### config.mk
export PLATFORM = sky130hd
export DESIGN_NAME = reset_sequencer
export DESIGN_NICKNAME = d
export VERILOG_FILES = /design/src/rtl/reset_sequencer_pkg.sv /design/src/rtl/reset_sequencer_bit_synchronizer.sv /design/src/rtl/reset_sequencer.sv
export SDC_FILE = /design/constraint.sdc
export NUM_CORES = 1
export LEC_CHECK = 0
export ABC_CLOCK_PERIOD_IN_PS = 2440
export BUFFER_PORTS_ARGS = -buffer_cell sky130_fd_sc_hd__buf_2
export CAP_MARGIN = 10
export CORE_ASPECT_RATIO = 0.7
export CORE_MARGIN = 4
export CORE_UTILIZATION = 45
export DETAILED_ROUTE_END_ITERATION = 10
export SYNTH_ARGS = -nofsm -noshare
export SYNTH_HDL_FRONTEND = slang
export SYNTH_HIERARCHICAL = 1
export SYNTH_SLANG_ARGS = --single-unit
### constraint.sdc
create_clock -name clock -period 2.44 [get_ports clock]
set_clock_uncertainty 0.1 [all_clocks]
set_input_delay 0.244 -clock clock [delete_from_list [all_inputs] [get_ports clock]]
set_output_delay 0.244 -clock clock [all_outputs]
set_load 0.01 [all_outputs]
### src/rtl/reset_sequencer_pkg.sv
// reset_sequencer_pkg
//   Shared definitions for the reset sequencer:
//   - seq_state_t   : sequencer state, fixed encodings 0..3 (also driven on o_state)
//   - DEF_*         : default parameter values
//   - counter_width : width of the cycle counter given the cycle parameters
package reset_sequencer_pkg;

  typedef enum logic [1:0] {
    ST_PLL_RST   = 2'd0,
    ST_WAIT_LOCK = 2'd1,
    ST_RELEASE   = 2'd2,
    ST_RUN       = 2'd3
  } seq_state_t;

  localparam int DEF_NUM_LOCKS      = 3;
  localparam int DEF_NUM_DOMAINS    = 4;
  localparam int DEF_SYNC_STAGES    = 2;
  localparam int DEF_PLL_RST_CYCLES = 16;
  localparam int DEF_HOLD_CYCLES    = 1024;
  localparam int DEF_TIMEOUT_CYCLES = 1000000;

  // One extra bit above the largest limit so the counter can always
  // reach the compare value without wrapping.
  function automatic int counter_width(int a, int b, int c);
    int m;
    m = a;
    if (b > m) m = b;
    if (c > m) m = c;
    return $clog2(m) + 1;
  endfunction

endpackage

### src/rtl/reset_sequencer_bit_synchronizer.sv
// bit_synchronizer
//   Single-bit multi-flop synchroniser for an asynchronous level input.
//   Parameters: STAGES (>= 2) flop chain depth.
//   Ports:
//     clock : destination clock
//     reset : synchronous active-high reset, clears the chain to 0
//     d     : asynchronous input
//     q     : synchronised output (last flop of the chain)
module bit_synchronizer #(
  parameter int STAGES = 2
) (
  input  logic clock,
  input  logic reset,
  input  logic d,
  output logic q
);

  logic [STAGES-1:0] chain;

  always_ff @(posedge clock) begin
    if (reset) begin
      chain <= '0;
    end else begin
      chain <= {chain[STAGES-2:0], d};
    end
  end

  assign q = chain[STAGES-1];

endmodule

### src/rtl/reset_sequencer.sv
// reset_sequencer
//   Power-on / clock-loss reset sequencer. Pulses the MMCM reset, waits for
//   all MMCM locks, then releases the downstream domain resets one at a time
//   (bit 0 first), HOLD_CYCLES apart. Any lock loss during release or run
//   re-asserts every domain reset and restarts from WAIT_LOCK.
//
//   Optional build macro: RESET_SEQUENCER_TIMEOUT_EN
//     defined   : WAIT_LOCK watchdog; on expiry the missing locks are latched
//                 into o_fault (sticky until reset) and the MMCM reset is retried.
//     undefined : no watchdog, o_fault tied to 0.
//
//   Ports:
//     clock       : free-running board clock
//     reset       : synchronous active-high reset
//     i_locked    : raw asynchronous MMCM LOCKED inputs [NUM_LOCKS]
//     o_pll_reset : MMCM RST, active-high
//     o_reset     : per-domain resets, active-high [NUM_DOMAINS]
//     o_all_ready : high only in RUN
//     o_state     : current state encoding (seq_state_t)
//     o_fault     : sticky per-lock timeout flags [NUM_LOCKS]
module reset_sequencer
  import reset_sequencer_pkg::*;
#(
  parameter int NUM_LOCKS      = DEF_NUM_LOCKS,
  parameter int NUM_DOMAINS    = DEF_NUM_DOMAINS,
  parameter int SYNC_STAGES    = DEF_SYNC_STAGES,
  parameter int PLL_RST_CYCLES = DEF_PLL_RST_CYCLES,
  parameter int HOLD_CYCLES    = DEF_HOLD_CYCLES,
  parameter int TIMEOUT_CYCLES = DEF_TIMEOUT_CYCLES
) (
  input  logic                   clock,
  input  logic                   reset,
  input  logic [NUM_LOCKS-1:0]   i_locked,
  output logic                   o_pll_reset,
  output logic [NUM_DOMAINS-1:0] o_reset,
  output logic                   o_all_ready,
  output logic [1:0]             o_state,
  output logic [NUM_LOCKS-1:0]   o_fault
);

  localparam int CW = counter_width(PLL_RST_CYCLES, HOLD_CYCLES, TIMEOUT_CYCLES);
  localparam int KW = (NUM_DOMAINS > 1) ? $clog2(NUM_DOMAINS) : 1;
  localparam logic [KW-1:0] K_LAST = KW'(NUM_DOMAINS - 1);

  seq_state_t             state;
  logic [CW-1:0]          cnt;
  logic [CW-1:0]          cnt_inc;
  logic [KW-1:0]          k;
  logic [NUM_LOCKS-1:0]   lk;
  logic                   all_locked;
  logic                   pll_reset_q;
  logic [NUM_DOMAINS-1:0] reset_q;
  logic                   all_ready_q;

  for (genvar i = 0; i < NUM_LOCKS; i++) begin : g_sync
    bit_synchronizer #(
      .STAGES(SYNC_STAGES)
    ) u_sync (
      .clock(clock),
      .reset(reset),
      .d    (i_locked[i]),
      .q    (lk[i])
    );
  end

  assign all_locked = &lk;
  // Saturating increment: the counter never wraps back to a compare value.
  assign cnt_inc    = (&cnt) ? cnt : cnt + 1'b1;

`ifdef RESET_SEQUENCER_TIMEOUT_EN
  logic [NUM_LOCKS-1:0] fault_q;
  assign o_fault = fault_q;
`else
  assign o_fault = '0;
`endif

  always_ff @(posedge clock) begin
    if (reset) begin
      state       <= ST_PLL_RST;
      cnt         <= '0;
      k           <= '0;
      pll_reset_q <= 1'b1;
      reset_q     <= '1;
      all_ready_q <= 1'b0;
`ifdef RESET_SEQUENCER_TIMEOUT_EN
      fault_q     <= '0;
`endif
    end else if ((state == ST_RELEASE || state == ST_RUN) && !all_locked) begin
      // Lock loss: re-reset everything; a partial release never resumes.
      state       <= ST_WAIT_LOCK;
      cnt         <= '0;
      k           <= '0;
      reset_q     <= '1;
      all_ready_q <= 1'b0;
    end else begin
      case (state)
        ST_PLL_RST: begin
          if (cnt == CW'(PLL_RST_CYCLES - 1)) begin
            state       <= ST_WAIT_LOCK;
            pll_reset_q <= 1'b0;
            cnt         <= '0;
          end else begin
            cnt <= cnt_inc;
          end
        end
        ST_WAIT_LOCK: begin
`ifdef RESET_SEQUENCER_TIMEOUT_EN
          if (cnt == CW'(TIMEOUT_CYCLES - 1)) begin
            fault_q     <= fault_q | ~lk;
            state       <= ST_PLL_RST;
            pll_reset_q <= 1'b1;
            cnt         <= '0;
          end else if (all_locked) begin
            state <= ST_RELEASE;
            cnt   <= '0;
            k     <= '0;
          end else begin
            cnt <= cnt_inc;
          end
`else
          if (all_locked) begin
            state <= ST_RELEASE;
            cnt   <= '0;
            k     <= '0;
          end
`endif
        end
        ST_RELEASE: begin
          if (cnt == CW'(HOLD_CYCLES - 1)) begin
            reset_q[k] <= 1'b0;
            cnt        <= '0;
            if (k == K_LAST) begin
              state       <= ST_RUN;
              all_ready_q <= 1'b1;
            end else begin
              k <= k + 1'b1;
            end
          end else begin
            cnt <= cnt_inc;
          end
        end
        ST_RUN: begin
          // Stay here; lock loss is handled above.
        end
        default: begin
          state <= ST_PLL_RST;
        end
      endcase
    end
  end

  assign o_pll_reset = pll_reset_q;
  assign o_reset     = reset_q;
  assign o_all_ready = all_ready_q;
  assign o_state     = state;

endmodule

# Yosys cells after proc, flatten, opt, wreduce, memory -nomap -nowiden
# Cells that the tools add are included.
# totals
ff_bits,37
output_inout_bits,11
word_cells,67
# op_classes
n_addsub,2
order_cmp,2
n_eq_ne,15
mux,17
n_bitwise,3
reduce_logical,18
# op_table
op,n
$mux W21,4
$pmux W21 S3,1
$add A21 B1 Y21 const B,1
$eq A21 B10 Y1 const B,1
$eq A21 B4 Y1 const B,1
$reduce_and A21 Y1,1
$mux W2,7
$reduce_and A5 Y1,2
$reduce_and A3 Y1,3
$eq A2 B2 Y1 const B,3
$ne A2 B2 Y1 const B,3
$ne A3 B1 Y1 const B,2
$ne A3 B3 Y1 const B,2
$pmux W2 S3,1
$and A4 B4 Y4,1
$ne A2 B1 Y1 const B,2
$not A4 Y4,1
$pmux W2 S2,1
$reduce_and A2 Y1,2
$reduce_and A4 Y1,1
$reduce_bool A4 Y1,1
$lt A2 B3 Y1 const B,1
$reduce_bool A3 Y1,1
$add A2 B1 Y2 const B,1
other kinds (11),13

# Logic depth before layout (Yosys ltp)
# Gate-level depths: netlist (run 1).
# logic_depth
word_depth,6
ltp_mapped,9
ltp_nobuf,7

# By module
# Netlist (run 1), hierarchy kept.
# by_module_without_submodules
mod,instances,cells_per_inst,area_per_inst_um2,seq_area_each_um2
reset_sequencer,1,208,1785.5,620.6
bit_synchronizer,3,4,52.6,40.0

# Least setup slack after synthesis (run 1)
# Ideal clock, no wire load.
# synth_timing
path_type,register to register
startpoint,register cnt[0]
endpoint,"register state[0], in the netlist o_state[0]"
setup_time_ns,0.121
arrival_time_ns,1.815
t_required_ns,2.219
slack_ns,0.405
stages_incl_launch_ff,9
synth_period_minus_slack_ns,2.035
path_cell_list,dfxtp_1 ha_1 and3_1 buf_4 and4_1 buf_4 nand4_1 a221oi_1 mux2_2
# synth_via
elab_chain_len,3
# synth_rtl
element,line_no,text
"start, declared",reset_sequencer.sv:46,logic [CW-1:0] cnt;
"start signal, assigned",reset_sequencer.sv:103,cnt <= cnt_inc;
"start signal, assigned",reset_sequencer.sv:139,cnt <= cnt_inc;
$eq A21 B4 Y1 or $eq A21 B10 Y1 (tied branches),"reset_sequencer.sv:98, reset_sequencer.sv:129",
$ne A3 B3 Y1 (no source line) or $ne A3 B1 Y1 (tied branches),--,
$reduce_and A5 Y1 (no source line) (*),--,
"end signal, assigned",reset_sequencer.sv:90,state <= ST_WAIT_LOCK;
"end signal, assigned",reset_sequencer.sv:99,state <= ST_WAIT_LOCK;
"end signal, assigned",reset_sequencer.sv:122,state <= ST_RELEASE;
"end, declared",reset_sequencer.sv:45,seq_state_t state;
# Mark *: on every way between the ends. The rest lies on a longest branch, timed or not.
# A chain may end at the register's enable or synchronous reset.

# Final worst setup path (run 1)
# Ends and elaborated chain as after synthesis.

==> results.json, run 1 <==
{
  "cts_setup_buffers": 0,
  "wl_per_cell_um": 13.6,
  "endpoint_kind": "flip-flop",
  "grt-ovfl-total": 0,
  "cts_resized": 0,
  "slew_violations": 0,
  "synthesis.area_mm2": 0.00194,
  "clock_path_buffers": 2,
  "switchingPower_mw": 0.410,
  "worst-r2r-setup-slack_ns": 0.14,
  "layoutNonFillerInstCount": 285,
  "io_pins": 16,
  "synth_cell_types": 46,
  "p_sw_share_pct": 30.1,
  "finalHoldViolCount": 0,
  "hold_path_depth": 2,
  "syn_to_final_growth_pct": 8.56,
  "crit_arrival_ns": 2.38,
  "tightest_slew_ns": 0.563,
  "portBuffers": 12,
  "final_antenna_net_count": 0,
  "p_int_mw": 0.951,
  "layout_min_cycle_time_ns": 2.30,
  "crit_type": "flip-flop to flip-flop",
  "required_ns": 2.51,
  "yosysWarnings": 6,
  "clk_latency_ns": 0.28,
  "clk_pin_slew_ns": 0.07,
  "crit_slowest_cell": "dfxtp_1",
  "clkPwrFrac_pct": 30.0,
  "timing.fmax_mhz": 434,
  "vias": 1598,
  "drive_gt1_share_pct": 14.6,
  "crit_fanout": 6,
  "combinationalPowerShare_pct": 21.3,
  "die_h_um": 63.0,
  "grt_pass1_wl_mm": 6.67,
  "fin_nets": 247,
  "cts_buffers": 5,
  "power_density_mw_per_mm2": 645,
  "fin_total_pwr_mw": 1.36,
  "fill_cells": 396,
  "cts_hold_buf": 0,
  "slowest_delay_ns": 0.39,
  "hpwl_mm": 2.90,
  "dp_cells": 277,
  "fin_tns_setup_ns": 0,
  "ir_drop_mv": 0.369,
  "setup_viol": 0,
  "die_w_um": 86.5,
  "rsz0062_at_grt": "false",
  "relSlewSlack_pct": 62.3,
  "cap_violations": 0,
  "drt_pre_antenna_iters": 4,
  "drt-vias-per-instance": 5.61,
  "critical_path.startpoint": "cnt[0]",
  "cts_tree": "yes",
  "synth_cells": 220,
  "ys_seq_area_share_pct": 38.1,
  "hp-class": "primary input to flip-flop",
  "finalCritPeriodShare_pct": 94.4,
  "grt_antenna_before_repair": 0,
  "worst-path-buf-inv": 0,
  "path_cells": "ha_1, and3_1, and4_2, nand4_1, a221oi_1, mux2_2",
  "n_antenna_cell": 0,
  "async_reset_ff_share_pct": 0,
  "avgSynthCellArea_um2": 8.83,
  "p_leak_nw": 0.803,
  "ff_latch_area_um2": 741,
  "critical_path_depth": 6,
  "synth_top_area_share_pct": 38.1,
  "clock_sinks": 37,
  "crit_family": "simple AND/OR/NAND/NOR gates",
  "rows": 19,
  "clk_root_buffer_cell": "clkbuf_8",
  "drt_iter0_drc": 113,
  "remaining_drc_errors": 0,
  "synth_edf_count": 0,
  "p_seq_share_pct": 48.7,
  "die_area_mm2": 0.00545,
  "coreArea_mm2": 0.00404,
  "multi_input_area_mm2": 0.00109,
  "synthFlopType": "dfxtp_1",
  "initial_core_util_pct": 48.1,
  "cts_max_level": 2,
  "critPathLaunchType": "flip-flop",
  "min_from": "i_locked[2]",
  "place.gp.congestion": 0.888,
  "ys_ff_latch": 37,
  "routed_wl_mm": 3.89,
  "grt_pass1_vias": 1408,
  "synth_area_leader_cell": "dfxtp_1",
  "hold_ws_ns": 0.0735,
  "r2r-start": "cnt[0]",
  "outcome": "complete, no violations",
  "grt_max_degree": 22,
  "track_usage_pct": 15.1,
  "r2r_cells": 6,
  "ys_top_cells_by_area": "dfxtp_1 (38%), ha_1 (6.4%), xnor2_1 (4.5%)"
}
## flip-flops by register name, indices dropped and copies added (netlist names)
signal	count
cnt	21
g_sync.u_sync/chain	6
k	2
o_all_ready	1
o_pll_reset	1
o_reset	4
o_state	2
## synthesized netlist by cell type (7+ instances only)
cell type	count
o21ai_0	7
xnor2_1	10
ha_1	10
inv_1	12
dfxtp_1	37
nor2_1	22
a211oi_1	7
nand2_1	13
a21oi_1	13
## per-stage QoR
stage	setup WS (ns)	area (um2)	util (%)
final	0.138	2110	52.2
after floorplan	0.405	1950	-
after global placement	0.293	2030	50.1
after detailed placement	0.171	2030	50.1
after CTS	0.157	2110	52.2
after global routing	0.0418	2110	52.2
## routing by layer
| metal | global-route usage (%) | share of wire (%) | wire (um) |
|---|---|---|---|
| met5 | 0 | 0 | 0 |
| met4 | 4.09 | 0.46 | 18 |
| met3 | 4.08 | 7.0 | 272 |
| met2 | 20.2 | 40 | 1570 |
| met1 | 23.2 | 52 | 2030 |
## kinds of logic after synthesis
| family | after synthesis | synth area share (%) |
|---|---|---|
| AOI/OAI and AO/OA | 44 | 15.3 |
| xor gates and xnor gates | 14 | 6.31 |
| adders and majority gates | 10 | 6.44 |
| buffers and inverters | 24 | 6.31 |
| DFF | 37 | 38.1 |
| muxes | 5 | 2.70 |
| other | 1 | 0.193 |
| and+or+nand+nor | 85 | 24.6 |
## power groups by stage
stage	sequential [mW]	combinational, mW	clock (mW)
after floorplan	0.674	0.215	0
after global placement	0.673	0.278	0
after detailed placement	0.676	0.286	0
after CTS	0.662	0.288	0.418
after global routing	0.669	0.320	0.447
final	0.662	0.290	0.409
## cell type report
type / instances / area share, %
clock buffers: 6 / 3.44
clock inverters: 2 / 0.474
multi-input cells: 161 / 51.8
flip-flops and latches: 37 / 35.1
well taps: 52 / 3.08
inverters: 12 / 2.14
repair buffers: 15 / 3.91
## cells in the final DEF, fill, tap and decap left out, types with 3 or more instances in the layout
cell / netlist / final
buf_4: 6 / 3
and3_1: 4 / 4
inv_1: 12 / 12
nand4_1: 6 / 6
nand2_1: 13 / 13
and2_1: 3 / 3
a21oi_1: 13 / 13
xor2_1: 4 / 4
o21ai_0: 7 / 7
o211ai_1: 3 / 3
nor2_1: 22 / 22
dfxtp_1: 37 / 37
and4_1: 6 / 5
nor2b_1: 6 / 6
xnor2_1: 10 / 10
conb_1: 1 / 3
a211oi_1: 7 / 7
a21o_1: 6 / 6
nor3_1: 3 / 3
clkbuf_8: 0 / 5
nand3_1: 3 / 3
or3_1: 4 / 4
buf_2: 2 / 12
ha_1: 10 / 10
mux2i_1: 3 / 3
## path summary, 6_finish.rpt
kind | end
setup / recovery | o_state[0]
hold / removal | g_sync[2].u_sync/chain[0]
hold reg to reg | g_sync[2].u_sync/chain[1]
setup reg to reg | o_state[0]
Note: power is estimated with default switching activity, not from simulation.
==> run 2, diff against run 1 <==
Settings changed: CAP_MARGIN 10 to 20, CTS_BUF_LIST from default to sky130_fd_sc_hd__clkbuf_8, PLACE_DENSITY from default to 0.65.
==> run 2 against run 1 <==
Net effect: clock-buffer cell count fell by 1; first-iteration DRC count fell by 51%; combinational power fell by 2%; wire length fell by 6.0%; register-to-register slack improved by 0.04 ns; die area did not move; largest cell class unchanged; sequential power barely moved; total power fell by 0.39%.
==> results.json, run 2 (synthesis results as in run 1) <==
{
  "final_common_cell": "dfxtp_1",
  "cts_tree": "yes",
  "final_antenna_net_count": 0,
  "worst-path-buf-inv": 0,
  "slew_violations": 0,
  "layoutNonFillerInstCount": 284,
  "clk_latency_ns": 0.28,
  "hpwl_mm": 2.65,
  "clock_sinks": 37,
  "required_ns": 2.52,
  "die_w_um": 86.5,
  "outcome": "complete, no violations",
  "crit_type": "flip-flop to flip-flop",
  "n_antenna_cell": 0,
  "layout_min_cycle_time_ns": 2.27,
  "drive_gt1_share_pct": 14.2,
  "syn_to_final_growth_pct": 8.31,
  "cts_max_level": 2,
  "grt-ovfl-total": 0,
  "vias": 1504,
  "clk_pin_slew_ns": 0.07,
  "ir_drop_mv": 0.471,
  "crit_arrival_ns": 2.34,
  "crit_slowest_cell": "dfxtp_1",
  "drt-vias-per-instance": 5.30,
  "cts_buffers": 5,
  "coreArea_mm2": 0.00404,
  "critPathLaunchType": "flip-flop",
  "largest_reg_flops": 21,
  "clk_root_buffer_cell": "clkbuf_8",
  "setup_viol": 0,
  "power_density_mw_per_mm2": 644,
  "clock_path_buffers": 2,
  "final_cell_mix": "dfxtp_1 (37), nor2_1 (22), a21oi_1 (13), nand2_1 (13)",
  "finalHoldViolCount": 0,
  "grt_max_degree": 22,
  "crit_family": "simple AND/OR/NAND/NOR gates",
  "track_usage_pct": 14.6,
  "routed_wl_mm": 3.66,
  "die_h_um": 63.0,
  "die_area_mm2": 0.00545,
  "hold_path_depth": 2,
  "endpoint_kind": "flip-flop",
  "fin_total_pwr_mw": 1.36,
  "hold_ws_ns": 0.0674,
  "cts_hold_buf": 0,
  "grt_antenna_before_repair": 0,
  "p_leak_nw": 0.796,
  "grt_pass1_vias": 1345,
  "wl_per_cell_um": 12.9,
  "rows": 19,
  "slowest_delay_ns": 0.39,
  "regMostFlops": "cnt",
  "cts_setup_buffers": 0,
  "drt_pre_antenna_iters": 5,
  "io_pins": 16,
  "hp-class": "primary input to flip-flop",
  "timing.fmax_mhz": 441,
  "cts_resized": 0,
  "dp_cells": 276,
  "r2r_cells": 6,
  "fin_tns_setup_ns": 0,
  "rsz0062_at_grt": "false",
  "grt_pass1_wl_mm": 6.40,
  "cap_violations": 0,
  "remaining_drc_errors": 0,
  "tightest_slew_ns": 0.575,
  "place.gp.congestion": 0.800,
  "portBuffers": 12,
  "finalCritPeriodShare_pct": 92.8,
  "crit_fanout": 6,
  "initial_core_util_pct": 48.1,
  "drt_iter0_drc": 55,
  "fin_nets": 246,
  "relSlewSlack_pct": 61.5,
  "critical_path_depth": 6,
  "path_cells": "ha_1, and3_1, and4_1, nand4_1, a221oi_1, mux2_2"
}
[run 2: metal layers]
| metal | global-route usage, % | routed length (um) | up-vias |
|---|---|---|---|
| met5 | 0 | 0 | - |
| met4 | 3.50 | 15 | 0 |
| met3 | 4.35 | 193 | 2 |
| met2 | 19.7 | 1400 | 29 |
| met1 | 22.4 | 2050 | 681 |
| li1 | - | - | 792 |
[run 2: path summary, 6_finish.rpt]
kind / start / to / slack [ns]
min reg2reg: g_sync[2].u_sync/chain[0] / g_sync[2].u_sync/chain[1] / 0.34
max: cnt[0] / o_state[0] / 0.17
max reg2reg: cnt[0] / o_state[0] / 0.17
min: i_locked[1] / g_sync[1].u_sync/chain[0] / 0.07
[run 2: area by class of cell]
| class | instances | area [um2] |
|---|---|---|
| clock buffers | 5 | 68.8 |
| clock inverters | 3 | 17.5 |
| fillers | 392 | 1940 |
| inverters | 12 | 45.0 |
| multi-input cells | 161 | 1090 |
| flip-flops and latches | 37 | 741 |
| well taps | 52 | 65.1 |
| repair buffers | 14 | 75.1 |
[run 2: through the flow]
| step | util, % | area [um2] | setup slack, ns |
|---|---|---|---|
| floorplan | - | 1950 | 0.405 |
| global placement | 49.9 | 2020 | 0.287 |
| detailed placement | 49.9 | 2020 | 0.197 |
| CTS | 52.1 | 2100 | 0.180 |
| global route | 52.1 | 2100 | 0.0289 |
| finish | 52.1 | 2100 | 0.175 |
[run 2: worst reg2reg max path: cells and delay by family, from the launching register on]
family	cells	cell delay, ns
AND/OR/NAND/NOR	3	0.79
flip-flops	1	0.39
multiplexers	1	0.36
AO/OA/AOI/OAI	1	0.33
adder cells (fa/ha/maj)	1	0.18
[run 2: power breakdown]
| group | total (mW) | internal, mW | switching [mW] |
|---|---|---|---|
| logic | 0.283 | 0.118 | 0.165 |
| clock network | 0.410 | 0.197 | 0.213 |
| registers | 0.664 | 0.634 | 0.0297 |
| total | 1.36 | 0.949 | 0.407 |
==> run 3, diff against run 2 <==
Settings changed: CAP_MARGIN 20 to 30, CORE_UTILIZATION 45 to 30, PLACE_DENSITY 0.65 to 0.48.
==> run 3 against run 2 <==
Net effect: worst hold slack better by 0.025 ns; sequential power barely moved; sequential cell count is the same; clock power up 54%; via count up 2.1%; sequential share of layout area decreased by 1.7 points; largest cell class unchanged; utilization shrank 17 points.
==> results.json, run 3 (synthesis results as in run 1) <==
{
  "hpwl_mm": 2.94,
  "cts_resized": 0,
  "drive_gt1_share_pct": 15.4,
  "p_leak_nw": 0.836,
  "drt_pre_antenna_iters": 4,
  "finalCritPeriodShare_pct": 93.7,
  "initial_core_util_pct": 31.1,
  "tightest_slew_ns": 0.608,
  "remaining_drc_errors": 0,
  "slowest_delay_ns": 0.38,
  "cts_buffers": 5,
  "crit_fanout": 6,
  "die_h_um": 75.3,
  "critPathLaunchType": "flip-flop",
  "rows": 24,
  "grt-ovfl-total": 0,
  "crit_type": "flip-flop to flip-flop",
  "slew_violations": 0,
  "die_area_mm2": 0.00785,
  "regToRegEndpoint": "o_state[0]",
  "hold_path_depth": 2,
  "clk_pin_slew_ns": 0.08,
  "die_w_um": 104,
  "outcome": "complete, no violations",
  "ir_drop_mv": 0.315,
  "timing.fmax_mhz": 438,
  "portBuffers": 12,
  "clk_root_buffer_cell": "clkbuf_8",
  "syn_to_final_growth_pct": 13.9,
  "r2r-start": "cnt[0]",
  "hold_path_end": "g_sync[2].u_sync/chain[0]",
  "layout_min_cycle_time_ns": 2.29,
  "clock_path_buffers": 2,
  "fin_nets": 248,
  "wl_met3_um": 206,
  "path_cells": "ha_1, and3_1, and4_2, nand4_1, a221oi_1, mux2_2",
  "crit_slowest_cell": "dfxtp_1",
  "met2_length_mm": 1.42,
  "grt_pass1_wl_mm": 6.79,
  "grt_pass1_vias": 1399,
  "required_ns": 2.52,
  "setup_viol": 0,
  "clock_sinks": 37,
  "cts_setup_buffers": 0,
  "worst-r2r-setup-slack_ns": 0.15,
  "min_from": "i_locked[2]",
  "io_pins": 16,
  "worst-path-buf-inv": 0,
  "relSlewSlack_pct": 59.2,
  "hp-class": "primary input to flip-flop",
  "cap_violations": 0,
  "grt_antenna_before_repair": 0,
  "finalHoldViolCount": 0,
  "largest_reg_flops": 21,
  "rsz0062_at_grt": "false",
  "cts_hold_buf": 0,
  "final_cell_mix": "dfxtp_1 (37), nor2_1 (22), a21oi_1 (13), nand2_1 (13)",
  "track_usage_pct": 10.7,
  "routed_wl_mm": 3.99,
  "grt_max_degree": 22,
  "place.gp.congestion": 0.793,
  "vias": 1535,
  "final_common_cell": "dfxtp_1",
  "regMostFlops": "cnt",
  "top_layer_used": "met4",
  "cts_max_level": 2,
  "n_antenna_cell": 0,
  "wl_per_cell_um": 12.8,
  "drt_iter0_drc": 87,
  "routedLengthMet1_mm": 2.35,
  "drt-vias-per-instance": 4.92,
  "fin_tns_setup_ns": 0,
  "power_density_mw_per_mm2": 726,
  "cts_tree": "yes",
  "final_antenna_net_count": 0,
  "clk_latency_ns": 0.29,
  "coreArea_mm2": 0.00625,
  "r2r_cells": 6,
  "post-route-util_pct": 35.4,
  "crit_family": "simple AND/OR/NAND/NOR gates",
  "endpoint_kind": "flip-flop",
  "crit_arrival_ns": 2.37
}
-- run 3: changes by cell type in the layout (fill, tap and decap cells not counted), sizes merged --
cell,before,now
buf,14,16
bufinv,0,2
clkinv,2,1
clkinvlp,1,0
-- run 3: where the power goes --
group | switching, mW | internal [mW] | total, mW
combinational | 0.177 | 0.137 | 0.314
clock | 0.224 | 0.406 | 0.631
sequential | 0.0282 | 0.634 | 0.662
-- run 3: worst max path at each step --
stage / to / cells past startpoint / startpoint / slack, ns
final: o_state[0] / 6 / cnt[0] / 0.15
after global routing: o_state[0] / 6 / cnt[0] / 0.005
after CTS: o_state[0] / 6 / cnt[0] / 0.15
after detailed placement: o_state[0] / 6 / cnt[0] / 0.16
after global placement: o_state[0] / 6 / cnt[0] / 0.24
after floorplan: o_state[0] / 8 / cnt[0] / 0.40
-- run 3: metrics by stage --
step	cell area, um2	power (mW)	worst slack (ns)	hold slack (ns)	instances
finish	2210	1.61	0.155	0.0926	312
global route	2210	1.70	0.00492	0.116	312
CTS	2210	1.63	0.150	0.0830	312
detailed placement	2080	0.990	0.162	0.329	304
global placement	2080	0.992	0.238	0.319	304
floorplan	1950	0.889	0.405	0.216	222
-- run 3: final cells by class --
type	count	area (um2)
Fill cell	642	4030
Inverter	12	45.0
Multi-Input combinational cell	161	1090
Timing Repair Buffer	16	103
Clock inverter	3	65.1
Clock buffer	5	68.8
Tap cell	78	97.6
Sequential cell	37	741
-- run 3: routing by layer --
metal	GRT usage (%)	vias up
met1	16.6	705
met2	14.4	31
met3	3.56	2
met5	0	-
met4	1.77	0
li1	-	797
